File: config.mk
export PLATFORM = sky130hd
export DESIGN_NAME = keypad_encoder
export DESIGN_NICKNAME = d
export VERILOG_FILES = /design/src/rtl/keypad_encoder.sv
export SDC_FILE = /design/constraint.sdc
export NUM_CORES = 1
export LEC_CHECK = 0
export CAP_MARGIN = 20
export CORE_AREA = 2 2 66 61
export CTS_CLUSTER_DIAMETER = 120
export DETAILED_ROUTE_END_ITERATION = 7
export DIE_AREA = 0 0 68 63
export PLACE_DENSITY = 0.71
export SYNTH_ARGS = -nofsm -noshare
export SYNTH_HDL_FRONTEND = slang
export SYNTH_SLANG_ARGS = --single-unit
export TNS_END_PERCENT = 5
File: constraint.sdc
create_clock -name CLK -period 5.5 [get_ports CLK]
set_input_delay 1.375 -clock CLK [delete_from_list [all_inputs] [get_ports CLK]]
set_output_delay 1.375 -clock CLK [all_outputs]
set_load 0.02 [all_outputs]
File: src/rtl/keypad_encoder.sv
// Debounced 12-key telephone keypad to ASCII encoder with a one-cycle CHK strobe and star/sharp flags.
// Optional build macro KEYPAD_PRIORITY_EN: multi-key codes resolve to their lowest-index key.
module keypad_encoder #(
    parameter int DEBOUNCE = 2
) (
    input  logic        CLK,
    input  logic        RST,
    input  logic [11:0] Keypad,
    output logic [7:0]  LCD_DATA,
    output logic        CHK,
    output logic        star,
    output logic        sharp,
    output logic [0:0]  o_state
);

    typedef enum logic [0:0] {
        ST_FREE    = 1'b0,
        ST_LATCHED = 1'b1
    } state_t;

    localparam logic [3:0] DB_COUNT = 4'(DEBOUNCE);

    state_t      r_state;
    state_t      w_state_next;
    logic [11:0] r_prev_code;
    logic        r_prev_invalid;
    logic [3:0]  r_count;
    logic [7:0]  r_lcd_data;
    logic        r_chk;
    logic        r_star;
    logic        r_sharp;

    logic        w_is_zero;
    logic        w_is_onehot;
    logic        w_key_valid;
    logic        w_invalid;
    logic [11:0] w_code;
    logic [3:0]  w_count_next;
    logic        w_stable;
    logic [7:0]  w_ascii;
    logic        w_accept;
    logic        w_release;

    assign w_is_zero   = (Keypad == 12'h000);
    assign w_is_onehot = !w_is_zero && ((Keypad & (Keypad - 12'd1)) == 12'h000);

`ifdef KEYPAD_PRIORITY_EN
    logic [11:0] w_lowest;
    // Two's-complement trick isolates the lowest set bit.
    assign w_lowest    = Keypad & (~Keypad + 12'd1);
    assign w_key_valid = !w_is_zero;
    assign w_code      = w_lowest;
`else
    assign w_key_valid = w_is_onehot;
    assign w_code      = w_is_onehot ? Keypad : 12'h000;
`endif

    assign w_invalid = !w_is_zero && !w_key_valid;

    // Invalid codes zero the run and mark the history so the next code always restarts at 1.
    always_comb begin
        w_count_next = r_count;
        if (w_invalid) begin
            w_count_next = 4'd0;
        end else if (r_prev_invalid || (w_code != r_prev_code)) begin
            w_count_next = 4'd1;
        end else if (r_count != 4'hF) begin
            w_count_next = r_count + 4'd1;
        end
    end

    assign w_stable = (w_count_next >= DB_COUNT);

    always_comb begin
        w_ascii = 8'h00;
        for (int i = 0; i < 10; i++) begin
            if (w_code[i]) begin
                w_ascii = 8'h30 + 8'(i);
            end
        end
        if (w_code[10]) begin
            w_ascii = 8'h2A;
        end
        if (w_code[11]) begin
            w_ascii = 8'h23;
        end
    end

    always_ff @(posedge CLK) begin
        if (RST) begin
            r_prev_code    <= 12'h000;
            r_prev_invalid <= 1'b0;
            r_count        <= 4'd0;
        end else begin
            r_prev_code    <= w_code;
            r_prev_invalid <= w_invalid;
            r_count        <= w_count_next;
        end
    end

    always_ff @(posedge CLK) begin
        if (RST) begin
            r_state <= ST_FREE;
        end else begin
            r_state <= w_state_next;
        end
    end

    always_comb begin
        w_state_next = r_state;
        case (r_state)
            ST_FREE: begin
                if (w_key_valid && w_stable) begin
                    w_state_next = ST_LATCHED;
                end
            end
            ST_LATCHED: begin
                if (w_is_zero && w_stable) begin
                    w_state_next = ST_FREE;
                end
            end
            default: w_state_next = ST_FREE;
        endcase
    end

    always_comb begin
        w_accept  = 1'b0;
        w_release = 1'b0;
        case (r_state)
            ST_FREE:    w_accept  = w_key_valid && w_stable;
            ST_LATCHED: w_release = w_is_zero && w_stable;
            default: begin
                w_accept  = 1'b0;
                w_release = 1'b0;
            end
        endcase
    end

    // LCD_DATA deliberately survives release; only a new press or reset changes it.
    always_ff @(posedge CLK) begin
        if (RST) begin
            r_lcd_data <= 8'h00;
            r_chk      <= 1'b0;
            r_star     <= 1'b0;
            r_sharp    <= 1'b0;
        end else begin
            r_chk <= w_accept;
            if (w_accept) begin
                r_lcd_data <= w_ascii;
                r_star     <= w_code[10];
                r_sharp    <= w_code[11];
            end else if (w_release) begin
                r_star  <= 1'b0;
                r_sharp <= 1'b0;
            end
        end
    end

    assign LCD_DATA = r_lcd_data;
    assign CHK      = r_chk;
    assign star     = r_star;
    assign sharp    = r_sharp;
    assign o_state  = r_state;

endmodule

==> run_results.csv, run 1 <==
group,metric,value,unit
logic_synthesis,syn-cell-area,1570,sq um
final_layout,layout-drive-gt1-share,7.88,%
final_layout,multi_input_area,947,sq um
worst_setup_path,worst_path_largest_cell_delay,0.64,ns
worst_setup_path,worstPathMaxFanout,10,
cts,cts-resized-gates,0,
final_layout,fillers,354,
cts,worstSkewPairLatency,0.28,ns
global_route,track_usage,18.6,%
floorplanning,rows,21,
floorplanning,die_y,63,um
route,vias,1431,
timing,finalCriticalPeriod,4.52,ns
placement,placed_cells,245,
worst_setup_path,rr_worst_depth,7,
logic_synthesis,synth_top_area_share,34.5,%
worst_setup_path,startpoint,"Keypad[5]",
timing,whs,0.486,ns
logic_synthesis,syn_inst,186,
route,wire_per_inst,14.3,um
cts,numCtsBuffers,3,
timing,rsz0062_at_grt,"no",
logic_synthesis,synth_edf_count,0,
cts,cts.sinks,27,
timing,report.final.hold_viol_count,0,
worst_setup_path,cp_cell_sequence,"clkdlybuf4s50_1 > or4_4 > nor4_2 > o311ai_2 > or4_1 > o221a_4 > or3_1 > o32a_1 > o32ai_1",
timing,post-route-period-util,82.2,%
route,drt_iter0_markers,69,
cts,cts_hold_buf,0,
worst_setup_path,crit_path_end_kind,"flop",
route,ant_nets,0,
final_layout,num_antenna_cells,0,
global_route,grt_pass1_vias,1305,
worst_setup_path,cp.arrival,4.71,ns
worst_setup_path,cp_slowest_cell,"or4_4",
logic_synthesis,avgSynthCellArea,8.42,sq um
placement,place.gp.congestion,0.890,
power,ir_drop,0.0000838,V
worst_setup_path,start_kind,"primary input",
timing,max_freq,0.221,GHz
floorplanning,die_area,4280,sq um
route,first_pass_iters,4,
route,routed_wl,3560,um
final_layout,fin_cells,249,
global_route,grt_pass1_wl,6110,um
floorplanning,io_pins,26,
logic_synthesis,yosys.area.top_type,"dfxtp_1",
worst_setup_path,reg2reg_from,"r_prev_code[3]",
logic_synthesis,ys_ff_latch,27,
placement,dp_hpwl,2730,um
power,leakagePower,0.611,nW
cts,cts_tree,"done",
final_layout,syn2layout_area_growth,18.2,%
hold_path,hold_depth,2,
cts,path_clk_slew,0.10,ns
timing,worstMarginPinSlew,0.647,ns
logic_synthesis,yosysSeqAreaShare,34.5,%
logic_synthesis,yosys_warnings,0,
logic_synthesis,yosysUniqueCellTypes,49,
hold_path,hp-start,"LCD_DATA[1]",
timing,drv_slew,0,
floorplanning,start_util,43.2,%
final_layout,final_nets,219,
route,drc,0,
global_route,antenna_found_initial,0,
hold_path,min_path_type,"flop to flop",
cts,post-cts-setup-buffers,0,
timing,setup_violations,0,
cts,root_buffer,"clkbuf_8",
timing,finClkSkew,0.00615,ns
logic_synthesis,synth_ff_type,"dfxtp_1",
global_route,grt_max_degree,18,
timing,totalNegativeSetupSlack,0,ns
power,p_total,358,uW
cts,cts.path.max_buffers,2,
placement,place_ws,0.691,ns
route,drt-vias-per-instance,5.75,
power,p_per_area,194,nW/um^2
global_route,grt_overflow,0,
logic_synthesis,synthTopCellsByArea,"dfxtp_1 35%, nor2_1 5.3%, and2_1 3.6%",
placement,io_buffer_count,23,
cts,htreeDepth,1,
floorplanning,die_width,68,um
worst_setup_path,criticalPathCategory,"primary input to flop",
worst_setup_path,worstPathRequired,5.69,ns
timing,layout_setup_ws,0.981,ns
floorplanning,core_region_area,3630,sq um
final_layout,area.sequential,541,sq um
run_status,outcome,"complete, no violations",
logic_synthesis,async_flop_share,0,%
run,drv_cap,0,
timing,slew_headroom,56.7,%
cell usage after synthesis, drive strengths merged (4+ instances only):
| cell | count |
|---|---|
| nor4 | 9 |
| buf | 6 |
| o21ai | 7 |
| nor3 | 11 |
| or4 | 4 |
| and2 | 9 |
| nand3 | 5 |
| or2 | 4 |
| nor2 | 22 |
| or3 | 7 |
| nand2 | 8 |
| a211oi | 5 |
| xnor2 | 6 |
| clkbuf | 6 |
| inv | 5 |
| dfxtp | 27 |
| nand2b | 5 |
| mux2i | 5 |
| a21oi | 7 |
flip-flops by register name (all words and copies together) (netlist names):
register,cells
star,1
sharp,1
CHK,1
r_count,4
o_state,1
LCD_DATA,6
r_prev_invalid,1
r_prev_code,12
routing by layer:
metal | vias to the layer above | global-route usage [%] | part of all wire [%]
li1 | 720 | - | -
met1 | 641 | 27.7 | 48
met2 | 63 | 26.7 | 43
met3 | 7 | 2.52 | 6.7
met4 | 0 | 7.00 | 2.2
met5 | - | 0 | 0
through the flow:
stage / area (sq um) / utilization, %
global route: 1850 / 51.0
global placement: 1800 / 49.7
detailed placement: 1800 / 49.7
CTS: 1850 / 51.0
finish: 1850 / 51.0
floorplan: 1570 / -
cell families (layout without fill, tap and decap cells):
logic type                 count (synthesis)  after routing  synth area share (%)
buffers and inverters                     17             33                  5.20
other                                      1              2                 0.240
muxes                                      5              5                  3.20
adders and majority gates                  2              2                  1.44
DFF                                       27             27                  34.5
AOI/OAI and AO/OA                         40             40                  20.5
and+or+nand+nor                           87             87                  31.0
xor gates and xnor gates                   7              7                  3.92
layout by cell type, fill, tap and decap left out, types with 5 or more instances in the layout:
cell type,instances
a211oi_1,5
a21oi_1,7
and2_1,9
clkdlybuf4s50_1,23
dfxtp_1,27
inv_1,5
mux2i_1,5
nand2_1,8
nand2b_1,5
nand3_1,5
nor2_1,22
nor3_1,11
nor4_1,7
o21ai_0,5
or3_1,7
xnor2_1,6
area by class of cell:
class,instances,share of cell area (%)
inverters,5,1.01
well taps,46,3.11
clock inverters,1,0.406
repair buffers,24,12.8
multi-input cells,143,51.2
flip-flops and latches,27,29.2
clock buffers,3,2.23
path summary, 6_finish.rpt:
check,endpoint,slack (ns)
max reg2reg,star,3.10
min,LCD_DATA[1],0.49
max,star,0.98
min reg2reg,LCD_DATA[1],0.49
power breakdown:
group / switching, mW / total, mW / leakage [nW] / internal, mW
clock: 0.0683 / 0.120 / 0.0217 / 0.0517
sequential: 0.000136 / 0.196 / 0.218 / 0.196
combinational: 0.0246 / 0.0422 / 0.372 / 0.0176
worst max-delay path: cells and delay by family:
kind | cells | cell delay [ns]
AOI/OAI and AO/OA | 4 | 0.81
and+or+nand+nor | 4 | 1.95
buffers and inverters | 1 | 0.56
Note: power is estimated with default switching activity, not from simulation.
==> inputs of run 2 (changes only) <==
--- a/config.mk
+++ b/config.mk
@@ -10,7 +10,7 @@
 export CTS_CLUSTER_DIAMETER = 120
 export DETAILED_ROUTE_END_ITERATION = 7
 export DIE_AREA = 0 0 68 63
-export PLACE_DENSITY = 0.71
+export PLACE_DENSITY = 0.73
 export SYNTH_ARGS = -nofsm -noshare
 export SYNTH_HDL_FRONTEND = slang
 export SYNTH_SLANG_ARGS = --single-unit
==> constraint.sdc (replaced) <==
create_clock -name CLK -period 3.82 [get_ports CLK]
set_input_delay 0.955 -clock CLK [delete_from_list [all_inputs] [get_ports CLK]]
set_output_delay 0.955 -clock CLK [all_outputs]
set_load 0.02 [all_outputs]
==> run 2 against run 1 <==
Compared with the run above:
- worst hold slack got worse by 0.013 ns
- global-route usage rose by 2.7 points
- clock-buffer cell count did not move
- critical path depth rose by 3
- sequential share of layout area fell by 5.7 points
- clock skew fell by 0.0047 ns
- die area did not move
==> run_results.csv, run 2 (synthesized netlist as in run 1, its figures left out) <==
group,metric,value,unit
run_status,outcome,"complete, no violations",
timing,max_freq,0.269,GHz
power,p_total,543,uW
worst_setup_path,reg2reg_from,"r_prev_code[9]",
final_layout,largest_register_ffs,12,
worst_setup_path,r2r_end,"star",
worst_setup_path,cp.arrival,3.87,ns
placement,dp_hpwl,3240,um
floorplanning,core_region_area,3630,sq um
route,top_layer_used,"met4",
cts,cts.path.max_buffers,2,
final_layout,final_common_cell,"buf_4",
placement,place.gp.congestion,0.936,
route,vias,1626,
floorplanning,io_pins,26,
final_layout,final_nets,260,
floorplanning,rows,21,
placement,io_buffer_count,23,
cts,cts.sinks,27,
worst_setup_path,criticalPathCategory,"primary input to flop",
power,p_per_area,236,nW/um^2
final_layout,layout-drive-gt1-share,28.3,%
route,routed_wl,4410,um
timing,slew_headroom,60.2,%
timing,finalCriticalPeriod,3.72,ns
final_layout,syn2layout_area_growth,46.8,%
floorplanning,die_width,68,um
cts,cts_tree,"done",
route,drt_iter0_markers,80,
timing,layout_setup_ws,0.0960,ns
cts,worstSkewPairLatency,0.28,ns
global_route,antenna_found_initial,0,
run,drv_cap,0,
global_route,grt_pass1_wl,7130,um
final_layout,fin_util,63.4,%
route,drt-met1-wl,2030,um
hold_path,hold_depth,2,
worst_setup_path,worstPathRequired,3.97,ns
cts,htreeDepth,1,
placement,place_ws,-0.336,ns
route,first_pass_iters,4,
route,wire_per_inst,15.2,um
timing,post-route-period-util,97.5,%
route,route.met3.wl,169,um
route,drc,0,
hold_path,hp-start,"LCD_DATA[5]",
final_layout,final_cell_mix,"40 x buf_4, 27 x dfxtp_1, 22 x nor2_1, 20 x clkdlybuf4s50_1, 11 x nor3_1",
global_route,grt_overflow,0,
floorplanning,die_y,63,um
route,wl_met2,2080,um
final_layout,regMostFlops,"r_prev_code",
worst_setup_path,rr_worst_depth,7,
worst_setup_path,crit_path_end_kind,"flop",
timing,setup_violations,0,
global_route,grt_pass1_vias,1544,
timing,finClkSkew,0.00143,ns
route,drt-vias-per-instance,5.61,
global_route,grt_max_degree,18,
route,ant_nets,0,
worst_setup_path,worstPathMaxFanout,7,
global_route,track_usage,21.2,%
floorplanning,die_area,4280,sq um
final_layout,num_antenna_cells,0,
cts,numCtsBuffers,3,
hold_path,min_path_type,"flop to flop",
hold_path,min_to,"LCD_DATA[5]",
worst_setup_path,r2r_slack,1.42,ns
timing,report.final.hold_viol_count,0,
cts,root_buffer,"clkbuf_8",
power,ir_drop,0.000169,V
timing,totalNegativeSetupSlack,0,ns
power,leakagePower,0.873,nW
floorplanning,start_util,43.2,%
cts,path_clk_slew,0.09,ns
worst_setup_path,start_kind,"primary input",
timing,drv_slew,0,
timing,worstMarginPinSlew,0.596,ns
cts,cts_hold_buf,0,
-- run 2: cell types whose count changed in the layout (fill, tap and decap cells not counted), sizes merged --
cell           delta
dlymetal6s2s      +3
buf              +41
clkdlybuf4s50     -3
-- run 2: power by group --
group	internal (mW)	switching, mW	total (mW)
clock	0.0742	0.0935	0.168
sequential	0.282	0.000284	0.282
combinational	0.0448	0.0480	0.0928
total	0.401	0.142	0.543
-- run 2: repair_timing --
action,CTS,global route
setup endpoints to repair,5,14
cloned,0,0
gates resized for setup,2,22
pin swaps,0,10
setup buffers,0,2
-- run 2: layer usage --
metal	vias up	global-route usage [%]
met1	759	29.5
met5	-	0
met2	50	32.8
met4	0	8.50
met3	14	2.88
li1	803	-
-- run 2: layout make-up --
class                           count  area, sq um
Fill cell                         305         1330
Multi-Input combinational cell    143         1070
Timing Repair Buffer               65          561
Sequential cell                    27          541
Tap cell                           46         57.6
Clock buffer                        3         41.3
Inverter                            5         18.8
Clock inverter                      1         7.51
-- run 2: how the worst max path moves through the flow --
stage	from	end	slack [ns]	depth (start not counted)
finish	Keypad[5]	LCD_DATA[4]	0.1	12
CTS	Keypad[5]	star	0.002	9
floorplan	Keypad[4]	star	0.11	10
global route	Keypad[4]	LCD_DATA[3]	-0.02	12
global placement	Keypad[5]	LCD_DATA[0]	-0.22	12
detailed placement	Keypad[4]	star	-0.34	9
-- run 2: critical path: stages --
cell             delay, ns
clkdlybuf4s50_1       0.44
or4_4                 0.60
a2111oi_4             0.31
o311ai_4              0.15
buf_6                 0.16
nor4_4                0.32
o31ai_4               0.10
buf_4                 0.16
nor4_4                0.26
buf_6                 0.17
mux2i_1               0.18
nor2_1                0.06
-- run 2: per-stage QoR --
| step | hold slack, ns | std cells | cell area (sq um) |
|---|---|---|---|
| 2_1_floorplan | 0.484 | 187 | 1570 |
| 3_3_place_gp | 0.453 | 284 | 2090 |
| 3_5_place_dp | 0.456 | 284 | 2090 |
| 4_1_cts | 0.479 | 288 | 2150 |
| 5_1_grt | 0.518 | 290 | 2300 |
| 6_report | 0.474 | 290 | 2300 |
==> inputs of run 3 (changes only) <==
--- a/config.mk
+++ b/config.mk
@@ -10,6 +10,7 @@
 export CTS_CLUSTER_DIAMETER = 120
 export DETAILED_ROUTE_END_ITERATION = 7
 export DIE_AREA = 0 0 68 63
+export GPL_ROUTABILITY_DRIVEN = 0
 export PLACE_DENSITY = 0.73
 export SYNTH_ARGS = -nofsm -noshare
 export SYNTH_HDL_FRONTEND = slang
==> results of run 3 <==
Final layout, timing and power as in run 2 (identical DEF).
